[src/rtl/fifo_burst_reader_pkg.sv]
// -----------------------------------------------------------------------------
// fifo_burst_reader_pkg
// Shared types and constants for the FIFO burst reader.
//   state_e    : burst FSM encoding (IDLE, READ, DRAIN, DONE)
//   SKID_DEPTH : entries in the output buffer that absorbs the FIFO read latency
//   OCC_W      : width of the buffer occupancy count (0..SKID_DEPTH)
// -----------------------------------------------------------------------------
package fifo_burst_reader_pkg;

  typedef enum logic [1:0] {
    IDLE  = 2'd0,
    READ  = 2'd1,
    DRAIN = 2'd2,
    DONE  = 2'd3
  } state_e;

  localparam int unsigned SKID_DEPTH = 2;
  localparam int unsigned OCC_W      = $clog2(SKID_DEPTH + 1);

endpackage

[src/rtl/fifo_burst_reader_skid.sv]
// -----------------------------------------------------------------------------
// stream_skid_buf2
// Two-entry FIFO that catches FIFO read data one cycle after the pop and
// presents it at the head. The caller guarantees it never pushes into a full
// buffer.
// Ports:
//   clk_i        : clock, posedge
//   rst_i        : synchronous active-high reset (empties buffer, clears data)
//   push_i       : write push_data_i at the tail
//   push_data_i  : data to write
//   pop_i        : drop the head entry
//   occ_o        : number of valid entries (0..2)
//   head_o       : data at the head entry
// -----------------------------------------------------------------------------
module stream_skid_buf2
  import fifo_burst_reader_pkg::*;
#(
  parameter int unsigned DATA_WIDTH = 32
) (
  input  logic                  clk_i,
  input  logic                  rst_i,
  input  logic                  push_i,
  input  logic [DATA_WIDTH-1:0] push_data_i,
  input  logic                  pop_i,
  output logic [OCC_W-1:0]      occ_o,
  output logic [DATA_WIDTH-1:0] head_o
);

  logic [DATA_WIDTH-1:0] mem_q [SKID_DEPTH];
  logic                  rd_ptr_q;
  logic                  wr_ptr_q;
  logic [OCC_W-1:0]      occ_q;

  always_ff @(posedge clk_i) begin
    if (rst_i) begin
      for (int unsigned i = 0; i < SKID_DEPTH; i++) begin
        mem_q[i] <= '0;
      end
      rd_ptr_q <= 1'b0;
      wr_ptr_q <= 1'b0;
      occ_q    <= '0;
    end else begin
      if (push_i) begin
        mem_q[wr_ptr_q] <= push_data_i;
        wr_ptr_q        <= ~wr_ptr_q;
      end
      if (pop_i) begin
        rd_ptr_q <= ~rd_ptr_q;
      end
      occ_q <= occ_q + OCC_W'(push_i) - OCC_W'(pop_i);
    end
  end

  assign occ_o  = occ_q;
  assign head_o = mem_q[rd_ptr_q];

endmodule

[src/rtl/fifo_burst_reader.sv]
// -----------------------------------------------------------------------------
// fifo_burst_reader
// Drain-side master for sync_fifo: accepts a burst command of burst_len beats,
// pops exactly that many words and streams them out on a valid/ready
// interface with m_last on the final beat. A 2-entry buffer absorbs the FIFO's
// 1-cycle read latency so the stream sustains one beat per cycle.
// Optional: define FIFO_BURST_READER_STATS_EN to add the stall_cycles output.
// Ports:
//   clk, rst          : clock and synchronous active-high reset
//   start, burst_len  : burst command (sampled only when idle)
//   busy, done        : busy from acceptance until done; done is a 1-cycle pulse
//   fifo_rd_en        : FIFO pop request
//   fifo_data_out     : FIFO read data, valid the cycle after a pop
//   fifo_empty        : FIFO empty flag
//   fifo_cnt          : FIFO occupancy (status only)
//   m_valid/m_ready/m_data/m_last : output stream
//   stall_cycles      : (stats build) stalled-cycle counter, saturating
// -----------------------------------------------------------------------------
module fifo_burst_reader
  import fifo_burst_reader_pkg::*;
#(
  parameter int unsigned DATA_WIDTH = 32,
  parameter int unsigned DATA_DEPTH = 1024,
  parameter int unsigned LEN_WIDTH  = 16
) (
  input  logic                         clk,
  input  logic                         rst,
  input  logic                         start,
  input  logic [LEN_WIDTH-1:0]         burst_len,
  output logic                         busy,
  output logic                         done,
  output logic                         fifo_rd_en,
  input  logic [DATA_WIDTH-1:0]        fifo_data_out,
  input  logic                         fifo_empty,
  input  logic [$clog2(DATA_DEPTH):0]  fifo_cnt,
  output logic                         m_valid,
  input  logic                         m_ready,
  output logic [DATA_WIDTH-1:0]        m_data,
  output logic                         m_last
`ifdef FIFO_BURST_READER_STATS_EN
  ,
  output logic [31:0]                  stall_cycles
`endif
);

  state_e               state_q, state_d;
  logic [LEN_WIDTH-1:0] issue_rem_q, issue_rem_d;
  logic [LEN_WIDTH-1:0] beat_rem_q, beat_rem_d;
  logic                 inflight_q;
  logic                 busy_q, done_q;
  logic [OCC_W-1:0]     occ;
  logic                 pop_now;
  logic                 rd_en;

  // Occupancy is status only; kept visible to avoid a dangling input.
  logic unused_fifo_cnt;
  assign unused_fifo_cnt = ^fifo_cnt;

  stream_skid_buf2 #(
    .DATA_WIDTH (DATA_WIDTH)
  ) u_skid (
    .clk_i       (clk),
    .rst_i       (rst),
    .push_i      (inflight_q),
    .push_data_i (fifo_data_out),
    .pop_i       (pop_now),
    .occ_o       (occ),
    .head_o      (m_data)
  );

  // A pop may be issued when the slot it will land in is guaranteed free,
  // counting the head that leaves this cycle; this is what keeps the stream
  // at one beat per cycle under continuous m_ready.
  always_comb begin
    pop_now = (occ != '0) && m_ready;
    rd_en   = (state_q == READ) && (issue_rem_q != '0) && !fifo_empty &&
              (({1'b0, occ} + {2'b00, inflight_q}) < (3'd2 + {2'b00, pop_now}));
  end

  always_comb begin
    state_d     = state_q;
    issue_rem_d = issue_rem_q - LEN_WIDTH'(rd_en);
    beat_rem_d  = beat_rem_q - LEN_WIDTH'(pop_now);
    unique case (state_q)
      IDLE: begin
        if (start) begin
          issue_rem_d = burst_len;
          beat_rem_d  = burst_len;
          state_d     = (burst_len == '0) ? DONE : READ;
        end
      end
      READ: begin
        if (issue_rem_q == '0) state_d = DRAIN;
      end
      // Look at the post-handshake count so done follows the last beat directly.
      DRAIN: begin
        if (beat_rem_d == '0) state_d = DONE;
      end
      DONE: state_d = IDLE;
      default: state_d = IDLE;
    endcase
  end

  always_ff @(posedge clk) begin
    if (rst) begin
      state_q     <= IDLE;
      issue_rem_q <= '0;
      beat_rem_q  <= '0;
      inflight_q  <= 1'b0;
      busy_q      <= 1'b0;
      done_q      <= 1'b0;
    end else begin
      state_q     <= state_d;
      issue_rem_q <= issue_rem_d;
      beat_rem_q  <= beat_rem_d;
      inflight_q  <= rd_en;
      busy_q      <= (state_d != IDLE);
      done_q      <= (state_d == DONE);
    end
  end

  assign busy       = busy_q;
  assign done       = done_q;
  assign fifo_rd_en = rd_en;
  assign m_valid    = (occ != '0);
  assign m_last     = m_valid && (beat_rem_q == LEN_WIDTH'(1));

`ifdef FIFO_BURST_READER_STATS_EN
  logic [31:0] stall_q;
  logic        stall_inc;

  always_comb begin
    stall_inc = (m_valid && !m_ready) ||
                ((state_q == READ) && (issue_rem_q != '0) && fifo_empty);
  end

  always_ff @(posedge clk) begin
    if (rst) begin
      stall_q <= '0;
    end else if ((state_q == IDLE) && start) begin
      stall_q <= '0;
    end else if (stall_inc && (stall_q != '1)) begin
      stall_q <= stall_q + 32'd1;
    end
  end

  assign stall_cycles = stall_q;
`endif

endmodule

[config.mk]
export PLATFORM = sky130hd
export DESIGN_NAME = fifo_burst_reader
export DESIGN_NICKNAME = d
export VERILOG_FILES = /design/src/rtl/fifo_burst_reader_pkg.sv /design/src/rtl/fifo_burst_reader_skid.sv /design/src/rtl/fifo_burst_reader.sv
export SDC_FILE = /design/constraint.sdc
export NUM_CORES = 1
export LEC_CHECK = 0
export BUFFER_PORTS_ARGS = -buffer_cell sky130_fd_sc_hd__buf_4
export CAP_MARGIN = 40
export CORE_MARGIN = 2
export CORE_UTILIZATION = 55
export DETAILED_ROUTE_END_ITERATION = 10
export GPL_TIMING_DRIVEN = 0
export PLACE_DENSITY = 0.88
export SYNTH_ARGS = -nofsm -noshare
export SYNTH_HDL_FRONTEND = slang
export SYNTH_SLANG_ARGS = --single-unit
[constraint.sdc]
create_clock -name clk -period 2.99 [get_ports clk]
set_input_delay 0.1495 -clock clk [delete_from_list [all_inputs] [get_ports clk]]
set_output_delay 0.1495 -clock clk [all_outputs]
set_load 0.02 [all_outputs]
==> flow_summary.yaml, run 1 <==
global_route:
  busiest_layer: "met2"
  grt_pass1_vias: 3619
  antenna_found_initial: 0
  grtUsageMet3_pct: 4.75
  gr-usage-met2_pct: 39.0
  grt_util_met1_pct: 28.2
  grt_max_degree: 33
  overflow: 0
  grt_pass1_wl_mm: 17.3
  grt_usage_pct: 22.5
clock_tree:
  clock_path_buffers: 2
  cts_max_level: 3
  root_buffer: "clkbuf_8"
  cts_tree: "yes"
  cts.clk_slew.worst_paths_ps: 100
  numCtsBuffers: 9
  insertion_delay_ps: 380
  clock-sinks: 106
  postCtsHoldBufs: 0
synthesis:
  synth.top_cell.area_share_pct: 38.9
  synth_fa_ha_area_share_pct: 2.02
  synth_compound_area_share_pct: 7.92
  synthesis.nets: 497
  synth_top_family_by_area: "simple AND/OR/NAND/NOR gates"
  synth_mux_area_share_pct: 7.29
  yosys_warnings: 0
  synthCells: 425
  synth-seq-cells: 106
  yosys-top-cells-area: "edfxtp_1 (39%), dfxtp_1 (17%), and2_1 (8.1%), mux2_2 (7.3%), xnor2_1 (3.2%)"
  synth-xor-area-share_pct: 5.32
  ys_types: 49
  yosys.area_share.simple_pct: 19.2
  yosysSeqAreaShare_pct: 55.9
  yosysTopAreaCell: "edfxtp_1"
  syn_avg_cell_area_sq_um: 11.6
  syn_area_sq_um: 4940
placement:
  hpwl_mm: 7.85
  gp_congestion: 0.871
  placed_area_sq_um: 5760
  io_buffers: 89
  pre_cts_slack_ps: -111
job:
  maxCapViolCount: 0
route:
  wirelength_mm: 10.9
  drcViolationCount: 0
  wire_per_inst_um: 17.0
  drtIter0Drc: 195
  viasPerCell: 5.64
  dr_total_vias: 3615
  dr.pass1.iters: 4
  drtAntennaViolNets: 0
timing:
  finClkSkew_ps: 11.2
  fin_tns_setup_ps: 0
  fmax_ghz: 0.346
  finalCritPeriodShare_pct: 96.7
  relSlewSlack_pct: 46.4
  finalHoldViolCount: 0
  worst_pin_slew_ps: 804
  setup_viol: 0
  finalCriticalPeriod_ps: 2890
  slew_violations: 0
  fin_ws_ps: 99.0
die:
  core_area_sq_um: 8720
  ios: 101
  dieHeight_um: 98.8
  dieWidth_um: 98.8
  die-area_sq_um: 9760
  start_util_pct: 56.7
  row_count: 34
layout:
  postLayoutCellArea_sq_um: 6000
  nets: 600
  syn_to_final_growth_pct: 21.3
  num_antenna_cells: 0
  drive_gt1_share_pct: 28.9
  nFillCells: 612
worst_hold_path:
  whs_path_depth: 2
  hold_path.class: "in2reg"
  hold_start: "rst"
  hold_path_end: "state_q[1]"
worst_setup_path:
  r2r-end: "issue_rem_q[10]"
  arrival_ps: 3130
  crit_path_top_delay_cell: "or4_1"
  worst-path-max-fanout: 6
  path_cells: "ha_1, ha_1, o21ai_0, and4_2, ha_2, ha_1, nor3b_4, nand2_2, or4_1, xor2_1, a21oi_1"
  cp-end-kind: "flip-flop"
  worst-path-buf-inv: 0
  critPathMaxStageDelay_ps: 460
  worstPathRequired_ps: 3230
  critPathKind: "reg2reg"
  rr_startpoint: "inflight_q"
  cpMostUsedCell: "ha_1"
  r2r.worst_path.cells: 11
  critPathTopFamily: "simple AND/OR/NAND/NOR gates"
  r2r_setup_slack_ps: 100
  start_kind: "flip-flop"
power_and_ir_drop:
  power_density_nw_per_um2: 629
  power_mw: 3.77
  peakVddDrop_mv: 0.298
  p_leak_nw: 2.37
outcome:
  outcome: "finished clean"
## worst reg2reg max path, stage by stage (launching register included)
cell,delay [ps]
dfxtp_2,370
ha_1,200
ha_1,260
o21ai_0,90
and4_2,300
ha_2,230
ha_1,210
nor3b_4,260
nand2_2,140
or4_1,460
xor2_1,160
a21oi_1,80
## placed cells by master (no fill, tap or decap), types with 3 or more instances in the layout
master / instances
buf_4: 91
nor3b_1: 5
mux2_2: 32
buf_1: 3
or4_1: 4
nand2_1: 11
nor3_1: 9
nand2b_1: 3
ha_1: 7
clkbuf_8: 9
nand4_1: 3
inv_1: 9
clkbuf_1: 15
a211oi_1: 3
nand3_1: 5
and2_1: 64
xnor2_1: 18
nor2b_1: 4
xor2_1: 12
a21oi_1: 30
nor4_1: 8
dfxtp_1: 41
nor2_1: 25
o21bai_1: 14
edfxtp_1: 64
## per-stage QoR
step | hold WS, ps | instances | util (%)
2_1_floorplan | 255 | 425 | -
3_3_place_gp | 411 | 622 | 65.9
3_5_place_dp | 423 | 623 | 66.1
4_1_cts | 23.5 | 639 | 68.4
5_1_grt | 29.8 | 641 | 68.8
6_report | 31.0 | 641 | 68.8
## cells in the mapped netlist (all sizes together)
master / count
or2: 2
clkbuf: 15
nand2b: 3
o41ai: 1
o2111ai: 1
dfxtp: 42
or4: 6
o32ai: 1
o21bai: 14
a2111oi: 1
o21ai: 2
nor3b: 6
and2: 65
nor3: 10
a211oi: 3
nand4: 3
and4: 1
nor4: 9
xnor2: 18
a21boi: 2
inv: 9
o21a: 1
nor2b: 4
nor4b: 2
buf: 5
xor2: 12
ha: 8
nand3: 5
o32a: 1
nor2: 25
a31oi: 2
edfxtp: 64
and3: 1
or3b: 2
mux2: 32
a21oi: 30
or3: 2
nand2: 12
a32oi: 1
nor4bb: 1
a21o: 1
## where the power goes
group,internal [mW],switching (mW),leakage (nW),total (mW)
Clock,0.394,0.502,0.0954,0.896
Combinational,0.519,0.595,1.26,1.11
Sequential,1.67,0.0904,1.01,1.76
Total,2.59,1.19,2.37,3.77
## area by class of cell
type	count	area [sq um]	area share, %
Buffer	20	83.8	1.40
Timing Repair Buffer	92	698	11.6
Multi-Input combinational cell	290	2080	34.7
Clock buffer	9	124	2.07
Clock inverter	7	77.6	1.29
Tap cell	108	135	2.25
Inverter	9	33.8	0.563
Sequential cell	106	2760	46.1
## repair_timing
item                                   4_1_cts  5_1_grt
endpoints found under the hold margin        0        0
setup endpoints to repair                    2        4
gates resized for setup                      1        5
buffers inserted                             0        2
## flip-flops by register name, summed over array words and instances, names as in the netlist, named ones only
| signal | cells |
|---|---|
| inflight_q | 1 |
| issue_rem_q | 16 |
| u_skid.mem_q | 64 |
| u_skid.rd_ptr_q | 1 |
| busy | 1 |
| u_skid.occ_o | 2 |
| beat_rem_q | 16 |
| done | 1 |
| state_q | 2 |
| u_skid.wr_ptr_q | 1 |
## metal layers
| layer | routed length [um] | vias to the layer above |
|---|---|---|
| met5 | 0 | - |
| met4 | 219 | 0 |
| met3 | 598 | 19 |
| met2 | 5570 | 111 |
| met1 | 4500 | 1759 |
| li1 | - | 1726 |
## worst max-delay path by stage
stage / startpoint / endpoint / slack, ps / depth (start not counted)
floorplan: inflight_q / issue_rem_q[10] / 130 / 11
global placement: inflight_q / issue_rem_q[10] / -40 / 11
detailed placement: inflight_q / issue_rem_q[10] / -110 / 11
CTS: inflight_q / issue_rem_q[10] / 3 / 11
global route: inflight_q / issue_rem_q[10] / -20 / 11
finish: inflight_q / issue_rem_q[10] / 100 / 11
## cells by family (layout without fill, tap and decap cells)
group                      after synthesis  after routing
and+or+nand+nor                        159            159
DFF                                    106            106
AOI/OAI and AO/OA                       61             61
muxes                                   32             32
xor gates and xnor gates                30             30
buffers and inverters                   29            137
adders and majority gates                8              8
No activity file was read; power rests on OpenSTA's default activity.
==> run 2: changes to the inputs <==
REMOVE_ABC_BUFFERS = 1   (was not set)
==> run 2 against run 1 <==
Global-route usage is 1.3 points lower. Sequential cell count stayed put. Die area stayed put. Core utilization is 0.17 points lower. Register-to-register slack better by 60 ps. Combinational power is 5% lower. Critical path depth stayed put. Clock power is 7.6% lower. Cell count is 2.3% lower. Critical path type unchanged. Worst hold slack better by 2.8 ps. Sequential share of layout area is 0.095 points higher.
==> flow_summary.yaml, run 2 (synthesis results as in run 1) <==
outcome:
  outcome: "finished clean"
layout:
  drive_gt1_share_pct: 30.7
  final_cell_mix: "buf_4 (91), and2_1 (64), edfxtp_1 (64), dfxtp_1 (42), mux2_2 (32)"
  nFillCells: 624
  layout_commonest_cell: "buf_4"
  regMostFlops: "u_skid.mem_q"
  syn_to_final_growth_pct: 21.0
  nets: 585
  largest_reg_flops: 64
  largestRegisters: "u_skid.mem_q: 64 flops, beat_rem_q: 16 flops, issue_rem_q: 16 flops"
  num_antenna_cells: 0
worst_setup_path:
  cpMostUsedCell: "ha_1"
  path_cells: "ha_1, ha_1, o21ai_0, and4_4, ha_2, ha_1, nor3b_4, nand2_2, or4_4, xor2_1, a21oi_1"
  arrival_ps: 3070
  worst-path-max-fanout: 6
  crit_path_top_delay_cell: "or4_4"
  cp-end-kind: "flip-flop"
  rr_startpoint: "inflight_q"
  worstPathRequired_ps: 3230
  r2r_setup_slack_ps: 160
  critPathKind: "reg2reg"
  critPathMaxStageDelay_ps: 460
  r2r-end: "issue_rem_q[10]"
  r2r.worst_path.cells: 11
  start_kind: "flip-flop"
power_and_ir_drop:
  power_frac_seq_pct: 49.0
  internal_power_mw: 2.52
  p_leak_nw: 2.37
  p_comb_share_pct: 28.6
  power_mw: 3.70
  clkPwrFrac_pct: 22.4
  peakVddDrop_mv: 0.238
  switching_power_mw: 1.18
  power_density_nw_per_um2: 618
  p_sw_share_pct: 32.0
route:
  drcViolationCount: 0
  viasPerCell: 5.64
  dr.pass1.iters: 4
  drtIter0Drc: 179
  drtAntennaViolNets: 0
  dr_total_vias: 3529
  wire_per_inst_um: 16.3
  wirelength_mm: 10.2
timing:
  slew_violations: 0
  finClkSkew_ps: 15.7
  finalCritPeriodShare_pct: 94.8
  finalHoldViolCount: 0
  relSlewSlack_pct: 41.2
  fin_tns_setup_ps: 0
  setup_viol: 0
  worst_pin_slew_ps: 881
  finalCriticalPeriod_ps: 2830
  fmax_ghz: 0.353
clock_tree:
  postCtsHoldBufs: 0
  clock-sinks: 106
  insertion_delay_ps: 390
  cts_max_level: 3
  numCtsBuffers: 9
  root_buffer: "clkbuf_8"
  cts_tree: "yes"
  clock_path_buffers: 2
  cts.clk_slew.worst_paths_ps: 100
die:
  core_area_sq_um: 8720
  ios: 101
  start_util_pct: 56.7
  row_count: 34
  die-area_sq_um: 9760
  dieWidth_um: 98.8
  dieHeight_um: 98.8
placement:
  io_buffers: 89
  gp_congestion: 0.861
  hpwl_mm: 7.45
global_route:
  grt_pass1_wl_mm: 16.6
  grt_usage_pct: 21.3
  antenna_found_initial: 0
  grt_pass1_vias: 3566
  grt_max_degree: 34
  overflow: 0
worst_hold_path:
  whs_path_depth: 3
  hold_path_end: "issue_rem_q[0]"
  hold_start: "burst_len[0]"
  hold_path.class: "in2reg"
job:
  maxCapViolCount: 0
==> run 2: changes by cell type in the layout (fill, tap and decap cells not counted), sizes merged <==
cell    previous run  this run
clkbuf            24        10
bufinv             1         0
==> run 2: routing by layer <==
metal / GRT usage, % / wire [um]
met5: 0 / 0
met2: 37.5 / 5300
met4: 8.43 / 235
met3: 4.68 / 542
met1: 25.2 / 4160
==> run 2: worst max-delay path, delay by kind of cell (launching register included) <==
kind,cells,cell delay [ps]
xor gates and xnor gates,1,140
and+or+nand+nor,4,1100
AOI/OAI and AO/OA,2,180
adders and majority gates,4,910
DFF,1,380
==> run 2: timing repair <==
item	4_1_cts	5_1_grt
pin swaps	0	0
gates resized for setup	3	4
endpoints found under the setup margin	2	2
gates cloned	0	0
setup buffers	0	1
==> run 2: final cells by class <==
cell class | instances | area, sq um | area share [%]
inverter | 9 | 33.8 | 0.565
clock buffer | 10 | 128 | 2.13
clock inverter | 6 | 52.6 | 0.878
tap | 108 | 135 | 2.26
timing repair buffer | 97 | 774 | 12.9
multi-input combinational | 290 | 2100 | 35.0
sequential | 106 | 2760 | 46.2
==> run 2: stage by stage <==
step / cell area, sq um / utilization [%] / worst slack, ps / hold WS, ps / std cells
floorplan: 4860 / - / 94.7 / 219 / 405
global placement: 5660 / 64.9 / -1190 / 409 / 602
detailed placement: 5770 / 66.2 / -182 / 424 / 609
CTS: 5970 / 68.4 / 22.3 / 21.0 / 625
global route: 5980 / 68.6 / -7.15 / 20.9 / 626
finish: 5980 / 68.6 / 157 / 33.8 / 626
==> run 2: power groups by stage <==
stage	Combinational, mW	Sequential [mW]	Clock (mW)
global placement	0.965	1.86	0
CTS	1.06	1.81	0.844
global route	1.14	1.83	0.896
finish	1.06	1.81	0.828
floorplan	0.646	1.83	0
detailed placement	1.05	1.84	0
==> run 2: worst max path at each step <==
stage / start / endpoint / cells past startpoint
6_report: inflight_q / issue_rem_q[10] / 11
5_1_grt: inflight_q / issue_rem_q[10] / 11
4_1_cts: inflight_q / issue_rem_q[10] / 11
3_5_place_dp: inflight_q / issue_rem_q[10] / 11
3_3_place_gp: inflight_q / u_skid.mem_q[1][4] / 2
2_1_floorplan: inflight_q / issue_rem_q[10] / 11
==> run 3: changes to the inputs <==
CORE_ASPECT_RATIO = 0.6   (was not set)
CORE_UTILIZATION = 59   (was 55)
PLACE_DENSITY = 0.85   (was 0.88)
clock period = 3.5 ns   (was 2.99 ns; I/O delays follow)
==> run 3 against run 2 <==
Sequential power shrank 13%. Clock power up 11%. Power is 8.9% lower. Cell area is 0.56% higher. Critical endpoint unchanged. Sequential cell count is the same. Via count rose by 1.7%. Clock skew is 12 ps lower. Register-to-register slack gained 70 ps. First-iteration DRC count rose by 71%. Cell count down 0.16%.
==> flow_summary.yaml, run 3 (synthesis results as in run 1) <==
outcome:
  outcome: "finished clean"
global_route:
  antenna_found_initial: 0
  overflow: 0
  grt_pass1_vias: 3469
  grt_max_degree: 34
  grt_pass1_wl_mm: 17.3
  grt_usage_pct: 25.4
worst_setup_path:
  critPathMaxStageDelay_ps: 480
  crit_path_top_delay_cell: "or4_1"
  arrival_ps: 3550
  start_kind: "flip-flop"
  worstPathRequired_ps: 3780
  r2r_setup_slack_ps: 230
  critPathKind: "reg2reg"
  cpMostUsedCell: "ha_1"
  cp-end-kind: "flip-flop"
  r2r-end: "issue_rem_q[10]"
  rr_startpoint: "inflight_q"
  crit_start: "inflight_q"
  path_cells: "ha_1, ha_1, o21ai_0, and4_1, ha_1, ha_1, nor3b_1, nand2_1, or4_1, xor2_1, a21oi_1"
  worst-path-max-fanout: 6
  r2r.worst_path.cells: 11
timing:
  finClkSkew_ps: 3.39
  worst_pin_slew_ps: 896
  setup_viol: 0
  relSlewSlack_pct: 40.2
  slew_violations: 0
  finalCritPeriodShare_pct: 93.5
  rsz0062_at_grt: "false"
  fin_tns_setup_ps: 0
  finalHoldViolCount: 0
  fmax_ghz: 0.306
  finalCriticalPeriod_ps: 3270
layout:
  layout_commonest_cell: "buf_4"
  num_antenna_cells: 0
  nets: 584
  regMostFlops: "u_skid.mem_q"
  layout.cells.non_filler: 625
  largestRegisters: "u_skid.mem_q: 64 flops, beat_rem_q: 16 flops, issue_rem_q: 16 flops"
  syn_to_final_growth_pct: 21.7
  final_cell_mix: "buf_4 (92), and2_1 (64), edfxtp_1 (64), dfxtp_1 (41), mux2_2 (32)"
  drive_gt1_share_pct: 29.4
  largest_reg_flops: 64
  fin_util_pct: 75.1
clock_tree:
  root_buffer: "clkbuf_16"
  cts_max_level: 3
  cts.clk_slew.worst_paths_ps: 70
  clock_path_buffers: 2
  cts_setup_buffers: 0
  clock-sinks: 106
  cts_tree: "yes"
  cts_resized: 0
  postCtsHoldBufs: 0
  numCtsBuffers: 9
  insertion_delay_ps: 350
job:
  maxCapViolCount: 0
route:
  drcViolationCount: 0
  wire_per_inst_um: 17.9
  viasPerCell: 5.74
  dr_total_vias: 3589
  drtIter0Drc: 306
  dr.pass1.iters: 5
  wirelength_mm: 11.2
  drtAntennaViolNets: 0
power_and_ir_drop:
  p_comb_share_pct: 25.9
  power_frac_seq_pct: 46.8
  switching_power_mw: 1.03
  clkPwrFrac_pct: 27.3
  p_leak_nw: 2.40
  internal_power_mw: 2.34
  p_sw_share_pct: 30.5
  power_mw: 3.37
  power_density_nw_per_um2: 560
  peakVddDrop_mv: 0.363
die:
  row_count: 25
  core_area_sq_um: 8010
  die-area_sq_um: 9150
  dieHeight_um: 74.9
  dieWidth_um: 122
  start_util_pct: 61.7
  ios: 101
worst_hold_path:
  whs_path_depth: 3
  hold_start: "burst_len[0]"
  hold_path.class: "in2reg"
  hold_path_end: "issue_rem_q[0]"
placement:
  placed_cells: 609
  io_buffers: 89
  gp_congestion: 0.928
  hpwl_mm: 8.11
[run 3: changes by cell type in the layout (fill, tap and decap cells not counted), sizes merged]
cell	delta
clkinvlp	-1
clkinv	+3
buf	-1
inv	-2
[run 3: area by class of cell]
cell class | count | area [sq um]
multi-input cells | 290 | 2070
clock inverters | 6 | 33.8
clock buffers | 10 | 229
flip-flops and latches | 106 | 2760
well taps | 108 | 135
fillers | 565 | 1990
inverters | 9 | 33.8
repair buffers | 96 | 747
[run 3: through the flow]
| stage | area (sq um) | hold WS, ps | worst slack [ps] |
|---|---|---|---|
| after floorplan | 4860 | 244 | 605 |
| after global placement | 5660 | 433 | -739 |
| after detailed placement | 5750 | 441 | 291 |
| after CTS | 6020 | 85.1 | 269 |
| after global routing | 6020 | 103 | 9.69 |
| final | 6020 | 91.6 | 229 |
[run 3: power groups by stage]
stage | registers, mW | logic (mW) | clock network, mW
floorplan | 1.56 | 0.552 | 0
global placement | 1.59 | 0.836 | 0
detailed placement | 1.60 | 0.867 | 0
CTS | 1.58 | 0.874 | 0.919
global route | 1.60 | 0.931 | 0.978
finish | 1.58 | 0.873 | 0.921
[run 3: worst max path at each step]
stage | endpoint | slack [ps]
floorplan | issue_rem_q[10] | 600
global placement | u_skid.mem_q[1][12] | -740
CTS | issue_rem_q[10] | 270
finish | issue_rem_q[10] | 230
detailed placement | issue_rem_q[10] | 290
global route | issue_rem_q[10] | 10
[run 3: critical path: cells and delay by family (launching register included)]
kind                       cells  cell delay, ps
and+or+nand+nor                4            1450
adders and majority gates      4            1000
xor gates and xnor gates       1             150
DFF                            1             380
AOI/OAI and AO/OA              2             200
[run 3: layer usage]
metal	global-route usage, %	vias to the layer above	wire [um]
li1	-	1698	-
met1	34.4	1738	4890
met2	41.5	138	5370
met3	6.14	15	754
met4	7.92	0	148
met5	0	-	0
